### config.mk
export PLATFORM = sky130hd
export DESIGN_NAME = voice_scheduler
export DESIGN_NICKNAME = d
export VERILOG_FILES = /design/src/rtl/voice_scheduler.sv
export SDC_FILE = /design/constraint.sdc
export NUM_CORES = 1
export LEC_CHECK = 0
export ABC_AREA = 1
export CAP_MARGIN = 40
export CORE_MARGIN = 2
export CORE_UTILIZATION = 55
export DETAILED_ROUTE_END_ITERATION = 12
export GPL_TIMING_DRIVEN = 0
export PLACE_DENSITY = 0.88
export SLEW_MARGIN = 20
export SYNTH_ARGS = -nofsm -noshare
export SYNTH_HDL_FRONTEND = slang
export SYNTH_SLANG_ARGS = --single-unit
### constraint.sdc
create_clock -name mclk -period 11.66 [get_ports mclk]
set_clock_uncertainty 0.2 [all_clocks]
set_input_delay 2.332 -clock mclk [delete_from_list [all_inputs] [get_ports mclk]]
set_output_delay 2.332 -clock mclk [all_outputs]
set_load 0.05 [all_outputs]
### src/rtl/voice_scheduler.sv
// Polyphonic voice scheduler: accepts note-on/off commands, picks a voice by
// retrigger / free / oldest priority, and runs a linear attack/release volume
// envelope per voice, stepped by a divided tick.

// One voice: frequency, target, envelope volume and saturating age.
module voice_env #(
    parameter int VOLUME_BITS   = 4,
    parameter int FREQ_RES_BITS = 16,
    parameter int AGE_BITS      = 8
) (
    input  logic                     mclk,
    input  logic                     rst,
    input  logic                     i_tick,
    input  logic                     i_note_on,
    input  logic                     i_age_inc,
    input  logic                     i_note_off,
    input  logic [FREQ_RES_BITS-1:0] i_cmd_freq,
    input  logic [VOLUME_BITS-1:0]   i_cmd_vol,
    output logic [FREQ_RES_BITS-1:0] o_freq,
    output logic [VOLUME_BITS-1:0]   o_vol,
    output logic                     o_active,
    output logic [AGE_BITS-1:0]      o_age
);
    typedef enum logic [1:0] {E_OFF, E_ATTACK, E_SUSTAIN, E_RELEASE} env_t;

    env_t                     r_state;
    logic [FREQ_RES_BITS-1:0] r_freq;
    logic [VOLUME_BITS-1:0]   r_target;
    logic [VOLUME_BITS-1:0]   r_vol;
    logic [AGE_BITS-1:0]      r_age;

    // Envelope state, volume stepping and allocation bookkeeping.
    // A note-on commit overrides any tick step in the same cycle; a note-off
    // commit moves the voice to RELEASE without a step that cycle.
    always_ff @(posedge mclk or posedge rst) begin
        if (rst) begin
            r_state  <= E_OFF;
            r_freq   <= '0;
            r_target <= '0;
            r_vol    <= '0;
            r_age    <= '0;
        end else if (i_note_on) begin
            r_state  <= E_ATTACK;
            r_freq   <= i_cmd_freq;
            r_target <= i_cmd_vol;
            r_vol    <= '0;
            r_age    <= '0;
        end else begin
            if (i_age_inc && (r_state != E_OFF) && (r_age != '1))
                r_age <= r_age + AGE_BITS'(1);
            if (i_note_off && ((r_state == E_ATTACK) || (r_state == E_SUSTAIN)) &&
                (r_freq == i_cmd_freq)) begin
                r_state <= E_RELEASE;
            end else if (i_tick) begin
                case (r_state)
                    E_ATTACK: begin
                        if (r_vol < r_target) begin
                            r_vol <= r_vol + VOLUME_BITS'(1);
                            if ((r_vol + VOLUME_BITS'(1)) == r_target)
                                r_state <= E_SUSTAIN;
                        end else begin
                            r_state <= E_SUSTAIN;
                        end
                    end
                    E_RELEASE: begin
                        if (r_vol != '0) begin
                            r_vol <= r_vol - VOLUME_BITS'(1);
                            if (r_vol == VOLUME_BITS'(1))
                                r_state <= E_OFF;
                        end else begin
                            r_state <= E_OFF;
                        end
                    end
                    default: ;
                endcase
            end
        end
    end

    assign o_freq   = r_freq;
    assign o_vol    = r_vol;
    assign o_active = (r_state != E_OFF);
    assign o_age    = r_age;
endmodule

module voice_scheduler #(
    parameter int N_VOICES      = 4,
    parameter int VOLUME_BITS   = 4,
    parameter int FREQ_RES_BITS = 16,
    parameter int RAMP_DIV      = 256,
    parameter int AGE_BITS      = 8
) (
    input  logic                              mclk,
    input  logic                              rst,
    input  logic                              cmd_valid,
    output logic                              cmd_ready,
    input  logic                              cmd_on,
    input  logic [FREQ_RES_BITS-1:0]          cmd_freq,
    input  logic [VOLUME_BITS-1:0]            cmd_vol,
    output logic [N_VOICES*FREQ_RES_BITS-1:0] voice_freq,
    output logic [N_VOICES*VOLUME_BITS-1:0]   voice_vol,
    output logic [N_VOICES-1:0]               voice_active,
    output logic                              steal_pulse
);
    localparam int IDX_W = (N_VOICES > 1) ? $clog2(N_VOICES) : 1;
    localparam int CNT_W = (RAMP_DIV > 1) ? $clog2(RAMP_DIV) : 1;

    typedef enum logic [1:0] {S_IDLE, S_SCAN, S_COMMIT} state_t;

    state_t r_state, w_state_nxt;
    logic   r_ready, r_steal;
    logic   w_ready_nxt, w_steal_nxt, w_commit;

    logic [CNT_W-1:0] r_tick_cnt;
    logic             w_tick;

    // latched command; note-on with zero volume is folded into note-off
    logic                     r_cmd_on;
    logic [FREQ_RES_BITS-1:0] r_cmd_freq;
    logic [VOLUME_BITS-1:0]   r_cmd_vol;

    // scan results
    logic [IDX_W-1:0]    r_scan_idx;
    logic                r_retrig_found, w_retrig_found_nxt;
    logic [IDX_W-1:0]    r_retrig_idx, w_retrig_idx_nxt;
    logic                r_off_found, w_off_found_nxt;
    logic [IDX_W-1:0]    r_off_idx, w_off_idx_nxt;
    logic [AGE_BITS-1:0] r_max_age, w_max_age_nxt;
    logic [IDX_W-1:0]    r_max_idx, w_max_idx_nxt;

    // per-voice views
    logic [N_VOICES-1:0][FREQ_RES_BITS-1:0] w_v_freq;
    logic [N_VOICES-1:0][VOLUME_BITS-1:0]   w_v_vol;
    logic [N_VOICES-1:0][AGE_BITS-1:0]      w_v_age;
    logic [N_VOICES-1:0]                    w_v_active;

    logic                     w_hs, w_last;
    logic [FREQ_RES_BITS-1:0] w_sel_freq;
    logic [AGE_BITS-1:0]      w_sel_age;
    logic                     w_sel_active;
    logic [IDX_W-1:0]         w_sel_voice;
    logic                     w_age_inc, w_note_off;

    assign w_hs   = cmd_valid && r_ready && (r_state == S_IDLE);
    assign w_last = (r_scan_idx == IDX_W'(N_VOICES - 1));
    assign w_tick = (r_tick_cnt == CNT_W'(RAMP_DIV - 1));

    // Free-running envelope divider.
    always_ff @(posedge mclk or posedge rst) begin
        if (rst)
            r_tick_cnt <= '0;
        else if (w_tick)
            r_tick_cnt <= '0;
        else
            r_tick_cnt <= r_tick_cnt + CNT_W'(1);
    end

    // Control FSM state register.
    always_ff @(posedge mclk or posedge rst) begin
        if (rst)
            r_state <= S_IDLE;
        else
            r_state <= w_state_nxt;
    end

    // Control FSM next state: one scan cycle per voice, then a commit cycle.
    always_comb begin
        w_state_nxt = r_state;
        case (r_state)
            S_IDLE:   if (w_hs) w_state_nxt = S_SCAN;
            S_SCAN:   if (w_last) w_state_nxt = S_COMMIT;
            S_COMMIT: w_state_nxt = S_IDLE;
            default:  w_state_nxt = S_IDLE;
        endcase
    end

    // Control FSM outputs; ready and steal are precomputed so they leave registers.
    always_comb begin
        w_ready_nxt = (w_state_nxt == S_IDLE);
        w_commit    = (r_state == S_COMMIT);
        w_steal_nxt = (r_state == S_SCAN) && w_last && r_cmd_on &&
                      !w_retrig_found_nxt && !w_off_found_nxt;
    end

    // Registered handshake and steal outputs.
    always_ff @(posedge mclk or posedge rst) begin
        if (rst) begin
            r_ready <= 1'b1;
            r_steal <= 1'b0;
        end else begin
            r_ready <= w_ready_nxt;
            r_steal <= w_steal_nxt;
        end
    end

    assign w_sel_freq   = w_v_freq[r_scan_idx];
    assign w_sel_age    = w_v_age[r_scan_idx];
    assign w_sel_active = w_v_active[r_scan_idx];

    // Fold the currently examined voice into the running candidates.
    // Strict compare on age keeps the lowest index on ties.
    always_comb begin
        w_retrig_found_nxt = r_retrig_found;
        w_retrig_idx_nxt   = r_retrig_idx;
        w_off_found_nxt    = r_off_found;
        w_off_idx_nxt      = r_off_idx;
        w_max_age_nxt      = r_max_age;
        w_max_idx_nxt      = r_max_idx;
        if (!r_retrig_found && w_sel_active && (w_sel_freq == r_cmd_freq)) begin
            w_retrig_found_nxt = 1'b1;
            w_retrig_idx_nxt   = r_scan_idx;
        end
        if (!r_off_found && !w_sel_active) begin
            w_off_found_nxt = 1'b1;
            w_off_idx_nxt   = r_scan_idx;
        end
        if (w_sel_age > r_max_age) begin
            w_max_age_nxt = w_sel_age;
            w_max_idx_nxt = r_scan_idx;
        end
    end

    // Command latch and scan bookkeeping.
    always_ff @(posedge mclk or posedge rst) begin
        if (rst) begin
            r_cmd_on       <= 1'b0;
            r_cmd_freq     <= '0;
            r_cmd_vol      <= '0;
            r_scan_idx     <= '0;
            r_retrig_found <= 1'b0;
            r_retrig_idx   <= '0;
            r_off_found    <= 1'b0;
            r_off_idx      <= '0;
            r_max_age      <= '0;
            r_max_idx      <= '0;
        end else if (w_hs) begin
            r_cmd_on       <= cmd_on && (cmd_vol != '0);
            r_cmd_freq     <= cmd_freq;
            r_cmd_vol      <= cmd_vol;
            r_scan_idx     <= '0;
            r_retrig_found <= 1'b0;
            r_retrig_idx   <= '0;
            r_off_found    <= 1'b0;
            r_off_idx      <= '0;
            r_max_age      <= '0;
            r_max_idx      <= '0;
        end else if (r_state == S_SCAN) begin
            r_scan_idx     <= r_scan_idx + IDX_W'(1);
            r_retrig_found <= w_retrig_found_nxt;
            r_retrig_idx   <= w_retrig_idx_nxt;
            r_off_found    <= w_off_found_nxt;
            r_off_idx      <= w_off_idx_nxt;
            r_max_age      <= w_max_age_nxt;
            r_max_idx      <= w_max_idx_nxt;
        end
    end

    // Commit decision: retrigger, else free voice, else oldest.
    always_comb begin
        if (r_retrig_found)
            w_sel_voice = r_retrig_idx;
        else if (r_off_found)
            w_sel_voice = r_off_idx;
        else
            w_sel_voice = r_max_idx;
        w_age_inc  = w_commit && r_cmd_on;
        w_note_off = w_commit && !r_cmd_on;
    end

    genvar gi;
    generate
        for (gi = 0; gi < N_VOICES; gi++) begin : g_voice
            voice_env #(
                .VOLUME_BITS  (VOLUME_BITS),
                .FREQ_RES_BITS(FREQ_RES_BITS),
                .AGE_BITS     (AGE_BITS)
            ) u_voice (
                .mclk      (mclk),
                .rst       (rst),
                .i_tick    (w_tick),
                .i_note_on (w_age_inc && (w_sel_voice == IDX_W'(gi))),
                .i_age_inc (w_age_inc),
                .i_note_off(w_note_off),
                .i_cmd_freq(r_cmd_freq),
                .i_cmd_vol (r_cmd_vol),
                .o_freq    (w_v_freq[gi]),
                .o_vol     (w_v_vol[gi]),
                .o_active  (w_v_active[gi]),
                .o_age     (w_v_age[gi])
            );
        end
    endgenerate

    assign cmd_ready    = r_ready;
    assign steal_pulse  = r_steal;
    assign voice_freq   = w_v_freq;
    assign voice_vol    = w_v_vol;
    assign voice_active = w_v_active;
endmodule

# Word level (Yosys, flattened, before mapping)

Index checks and enable logic that the tools add are counted.

Bits in registers: 187
Input bits: 24
Output and inout port bits: 86
Logic and storage cells: 295

Add/sub/neg operators: 14
$lt $le $gt $ge: 6
Equality and inequality tests: 56
Multiplexer cells: 96
Reduce and logical (&&, ||, !) cells: 89

Operator list:

| cell                  | number |
|---|---|
| $mux W8               | 13 |
| $mux W2               | 43 |
| $eq A16 B16 Y1        | 5 |
| $mux W4               | 20 |
| $add A8 B1 Y8 const B | 5 |
| $reduce_bool A4 Y1    | 9 |
| $bmux W16 S2          | 1 |
| $logic_and A1 B1 Y1   | 32 |
| $ne A8 B8 Y1 const B  | 4 |
| $pmux W4 S2           | 4 |
| $reduce_bool A2 Y1    | 16 |
| $eq A2 B2 Y1 const B  | 12 |
| $reduce_bool A3 Y1    | 8 |
| $ne A5 B3 Y1 const B  | 4 |
| $ne A5 B4 Y1 const B  | 4 |
| $pmux W2 S2           | 5 |
| $reduce_and A5 Y1     | 4 |
| $add A4 B1 Y4 const B | 4 |
| $bmux W8 S2           | 1 |
| $eq A4 B1 Y1 const B  | 4 |
| $eq A4 B4 Y1          | 4 |
| $lt A4 B4 Y1          | 4 |
| $mux W16              | 1 |
| $reduce_and A4 Y1     | 4 |
| 15 further kinds      | 50 |

# Logic depth before layout (Yosys ltp)

Word-level depth: 9
Gate-level depth with buffers: 18

# By module

A second synthesis with hierarchy kept.

Cells, all modules: 1678
Area, all modules: 12007.8 um2

Modules (own cells, without submodules):

| module          | instances | cells each | area each (um2) | sequential area each (um2) |
|---|---|---|---|---|
| voice_env       | 4         | 298        | 2158.3          | 850.8 |
| voice_scheduler | 1         | 486        | 3374.5          | 1277.5 |

# Worst setup path after synthesis

No wires, ideal clock.

Kind: in2reg
From: input cmd_valid
To: register r_off_idx[0]
Library setup time: 0.125 ns
Arrival: 3.188 ns
Setup slack: 8.148 ns
Cell stages on the path: 5
Buffers on the path: 1
Cells stage by stage: nand4_1 > inv_1 > buf_2 > nor2_1 > mux2_2

Word-level cells in the longest chain between the ends: 4
Elaborated cells on any way between the ends: 6
Those cells by class: mux: 1; reduce/logical: 5

Ends and longest elaborated chain:

| what                                | RTL line | text |
|---|---|---|
| start, declared                     | 95       | `input logic cmd_valid,` |
| $logic_and A1 B1 Y1 * (2 in a row)  | 144      | `assign w_hs = cmd_valid && r_ready && (r_state == S_IDLE);` |
| $reduce_bool A2 Y1 (no source line) | -        |  |
| $reduce_and A2 Y1 (no source line)  | -        |  |
| end signal, assigned                | 252      | `r_off_idx <= w_off_idx_nxt;` |
| end, declared                       | 127      | `logic [IDX_W-1:0] r_off_idx, w_off_idx_nxt;` |

Mark *: on every way between the ends. The rest lies on a longest branch, timed or not.
A chain may end at the register's enable or synchronous reset.

# Worst setup path in the final report

From: register g_voice[3].u_voice.r_state[0]
To: output voice_active[3]

Word-level cells in the longest chain between the ends: 1

Ends and longest elaborated chain:

| what                   | RTL line | text |
|---|---|---|
| start, declared        | 26       | `env_t r_state;` |
| start signal, assigned | 37       | `r_state <= E_OFF;` |
| start signal, assigned | 43       | `r_state <= E_ATTACK;` |
| start signal, assigned | 53       | `r_state <= E_RELEASE;` |
| $reduce_bool A2 Y1     | 82       | `assign o_active = (r_state != E_OFF);` |
| end, declared          | 102      | `output logic [N_VOICES-1:0] voice_active,` |

Every way passes these cells.

==> reports/metrics.yaml <==
run_status:
  status: "finished, final reports clean"
die:
  fp.dieW_um: 147.9
  coreArea_um2: 20300
  initial_core_util: 0.5609
  pin_count: 110
  die_area_um2: 21870
  die_height_um: 147.9
  rows: 52
sta:
  fmaxAchievable_ghz: 0.2091
  setup_viol: 0
  holdWs_ps: 265.7
  report.final.hold_viol_count: 0
  tns_ps: 0
  tightest_slew_ps: 854.9
  max_slew_margin: 0.4301
  final_max_slew_viol_count: 0
  fin_crit_sh: 0.4102
  layout_setup_ws_ps: 6877
  fin_crit_ps: 4783
  grt_setup_unrepaired: "no"
layout:
  nNetsFinal: 1747
  antenna_cells: 0
  mostFrequentLayoutCells: "nand2_1 (395), dfrtp_1 (186), o21ai_0 (179)"
  num-fill-cells: 1715
  layout_commonest_cell: "nand2_1"
  utilization: 0.6617
  area_delta_synth_final_pct: 17.98
  drive_above_1_share: 0.05886
power_and_ir_drop:
  pwr-share-clk: 0.165
  peakVddDrop_uv: 138.2
  power_mw: 3.574
  netSwitchingPower_mw: 1.798
  p_per_area_nw_per_um2: 266.1
  power_frac_comb: 0.540
  switching_share: 0.5032
  p_leak_nw: 6.322
  intPower_mw: 1.776
  p_seq_frac: 0.295
flow_run:
  cap_violations: 0
clock_tree:
  cts_tree: "done"
  clk_pin_slew_ps: 70
  root_buffer: "clkbuf_16"
  cts_resized: 0
  clock_latency_ps: 450
  htreeDepth: 4
  cts_buffer_depth: 2
  cts_hold_buf: 0
  numCtsBuffers: 17
  clock-sinks: 187
  cts_setup_buffers: 0
global_route:
  antenna_found_initial: 0
  met1_usage: 0.4426
  grt_start_max_net_pins: 109
  grt_pass1_vias: 10628
  grt_pass1_wl_mm: 55.92
  grt_most_used_layer: "met2"
  use_met3: 0.05401
  grt-ovfl-total: 0
  grt_use_total: 0.3285
  use_met2: 0.5328
detailed_routing:
  drt_iter0_markers: 1528
  final_antenna_net_count: 0
  vias: 11375
  finalWirelength_mm: 35.43
  drc: 0
  routedWlPerCell_um: 18.15
  vias_per_cell: 5.827
  drt-pass1-iter-count: 8
placement:
  io_buffers: 109
  hpwl_mm: 25.94
  gp_congestion: 0.9381
  dp_slack_ps: 7043
logic_synthesis:
  ys_types: 45
  ys.warnings.count: 0
  ys_seq_area_frac: 0.4111
  syn_inst: 1540
  syn_nets: 1618
  ys_seq_elements: 187
  synth_edf_count: 0
  synth_area_per_cell_um2: 7.393
  syn_area_um2: 11390
  synth_ff_type: "dfrtp_1"
  synthArstFlopShare: 1.000
hold_path:
  hp-class: "reg2reg"
setup_path:
  worst_ep_required_time_ps: 9130
  arrival_ps: 2250
  r2r_slack_ps: 8120
  critPathLaunchType: "flop"
  endpoint_kind: "output pin"
  path_class: "reg2out"
  crit_path_max_fanout: 3
cell type report:
type | instances | area [um^2] | share of cell area
clock inverters | 13 | 140.1 | 0.01043
clock buffers | 19 | 442.9 | 0.03297
multi-input cells | 1106 | 5718 | 0.4257
plain buffers | 61 | 289.0 | 0.02152
inverters | 186 | 705.7 | 0.05253
flip-flops and latches | 187 | 4681 | 0.3485
repair buffers | 110 | 1119 | 0.08327
well taps | 270 | 337.8 | 0.02515
worst paths after layout:
kind                                                            from                                        end  depth (start not counted)
min in group asynchronous                                        rst                    r_tick_cnt[2]$_DFF_PP0_                          2
max in group asynchronous                                        rst  g_voice[1].u_voice.o_freq[15]$_DFFE_PP0P_                          3
max reg2reg                                r_scan_idx[1]$_DFFE_PP0P_                   r_max_age[2]$_DFFE_PP0P_                         13
min reg2reg                                  r_tick_cnt[0]$_DFF_PP0_                    r_tick_cnt[0]$_DFF_PP0_                          1
min                                          r_tick_cnt[0]$_DFF_PP0_                    r_tick_cnt[0]$_DFF_PP0_                          1
max                        g_voice[3].u_voice.r_state[0]$_DFFE_PP0P_                            voice_active[3]                          5
cell families (layout without fill, tap and decap cells):
| family | count (synthesis) | count (layout) | share of synthesized area |
|---|---|---|---|
| compound gates | 279 | 279 | 0.1295 |
| xor+xnor | 53 | 53 | 0.04077 |
| fa+ha+maj | 54 | 54 | 0.05934 |
| buf+inv | 247 | 389 | 0.08670 |
| flops | 187 | 187 | 0.4111 |
| mux | 2 | 2 | 0.001978 |
| simple gates | 718 | 718 | 0.2707 |
cell usage after synthesis, types with 2 or more instances:
library cell / instances / area (um^2)
dfrtp_1: 186 / 4654
o21ai_0: 179 / 895.9
nor2_4: 2 / 22.52
o211ai_1: 3 / 22.52
xor2_1: 34 / 297.8
nor4_1: 3 / 18.77
nor2_1: 120 / 450.4
o21bai_1: 2 / 15.01
ha_1: 54 / 675.7
or2_2: 7 / 43.79
inv_1: 177 / 664.4
nand4_1: 38 / 237.7
clkbuf_1: 24 / 90.09
a211oi_1: 2 / 15.01
buf_4: 6 / 45.04
mux2_2: 2 / 22.52
clkinv_1: 3 / 11.26
nor2_2: 3 / 18.77
xnor2_1: 19 / 166.4
nand2_1: 395 / 1483
nand3b_1: 3 / 22.52
o22ai_1: 13 / 81.33
nor3b_1: 4 / 30.03
a21oi_1: 54 / 270.3
o21ai_1: 15 / 75.07
and3_1: 2 / 12.51
nor3_1: 25 / 125.1
nand3_1: 109 / 545.5
nand3_2: 3 / 30.03
inv_2: 6 / 22.52
nand2_2: 2 / 12.51
o31ai_1: 2 / 15.01
o2111ai_1: 3 / 26.28
buf_2: 29 / 145.1
metrics by stage:
stage	cells	instance area, um^2
floorplan	1540	11390
global placement	1919	12810
detailed placement	1920	12850
CTS	1952	13430
global route	1952	13430
finish	1952	13430
per-layer routing:
metal	vias to the layer above	wire (um)	part of all wire
met3	119	3643	0.10
met4	0	1508	0.043
met2	683	16350	0.46
li1	5278	-	-
met1	5295	13930	0.39
met5	-	0	0
state kept, by name, summed over array words and instances, names as in the netlist, 4 cells and up:
register                  flops
r_cmd_freq                   16
g_voice.u_voice.o_age        32
r_cmd_vol                     4
r_tick_cnt                    8
g_voice.u_voice.r_target     16
g_voice.u_voice.r_state       8
g_voice.u_voice.o_vol        16
r_max_age                     8
g_voice.u_voice.o_freq       64
worst max-delay path: stages, from the launching register on:
cell and delay [ps]:
dfrtp_1 370, inv_1 70, ha_1 280, inv_1 180, buf_4 130, clkdlybuf4s50_1 790
power groups by stage:
stage | registers (mW) | logic (mW) | clock network, mW
after global placement | 1.04 | 1.84 | 0
after detailed placement | 1.05 | 1.88 | 0
after floorplan | 1.30 | 1.02 | 0
final | 1.05 | 1.93 | 0.589
after CTS | 1.04 | 1.89 | 0.589
after global routing | 1.07 | 2.10 | 0.618
Power figures use the tool's default switching activity.
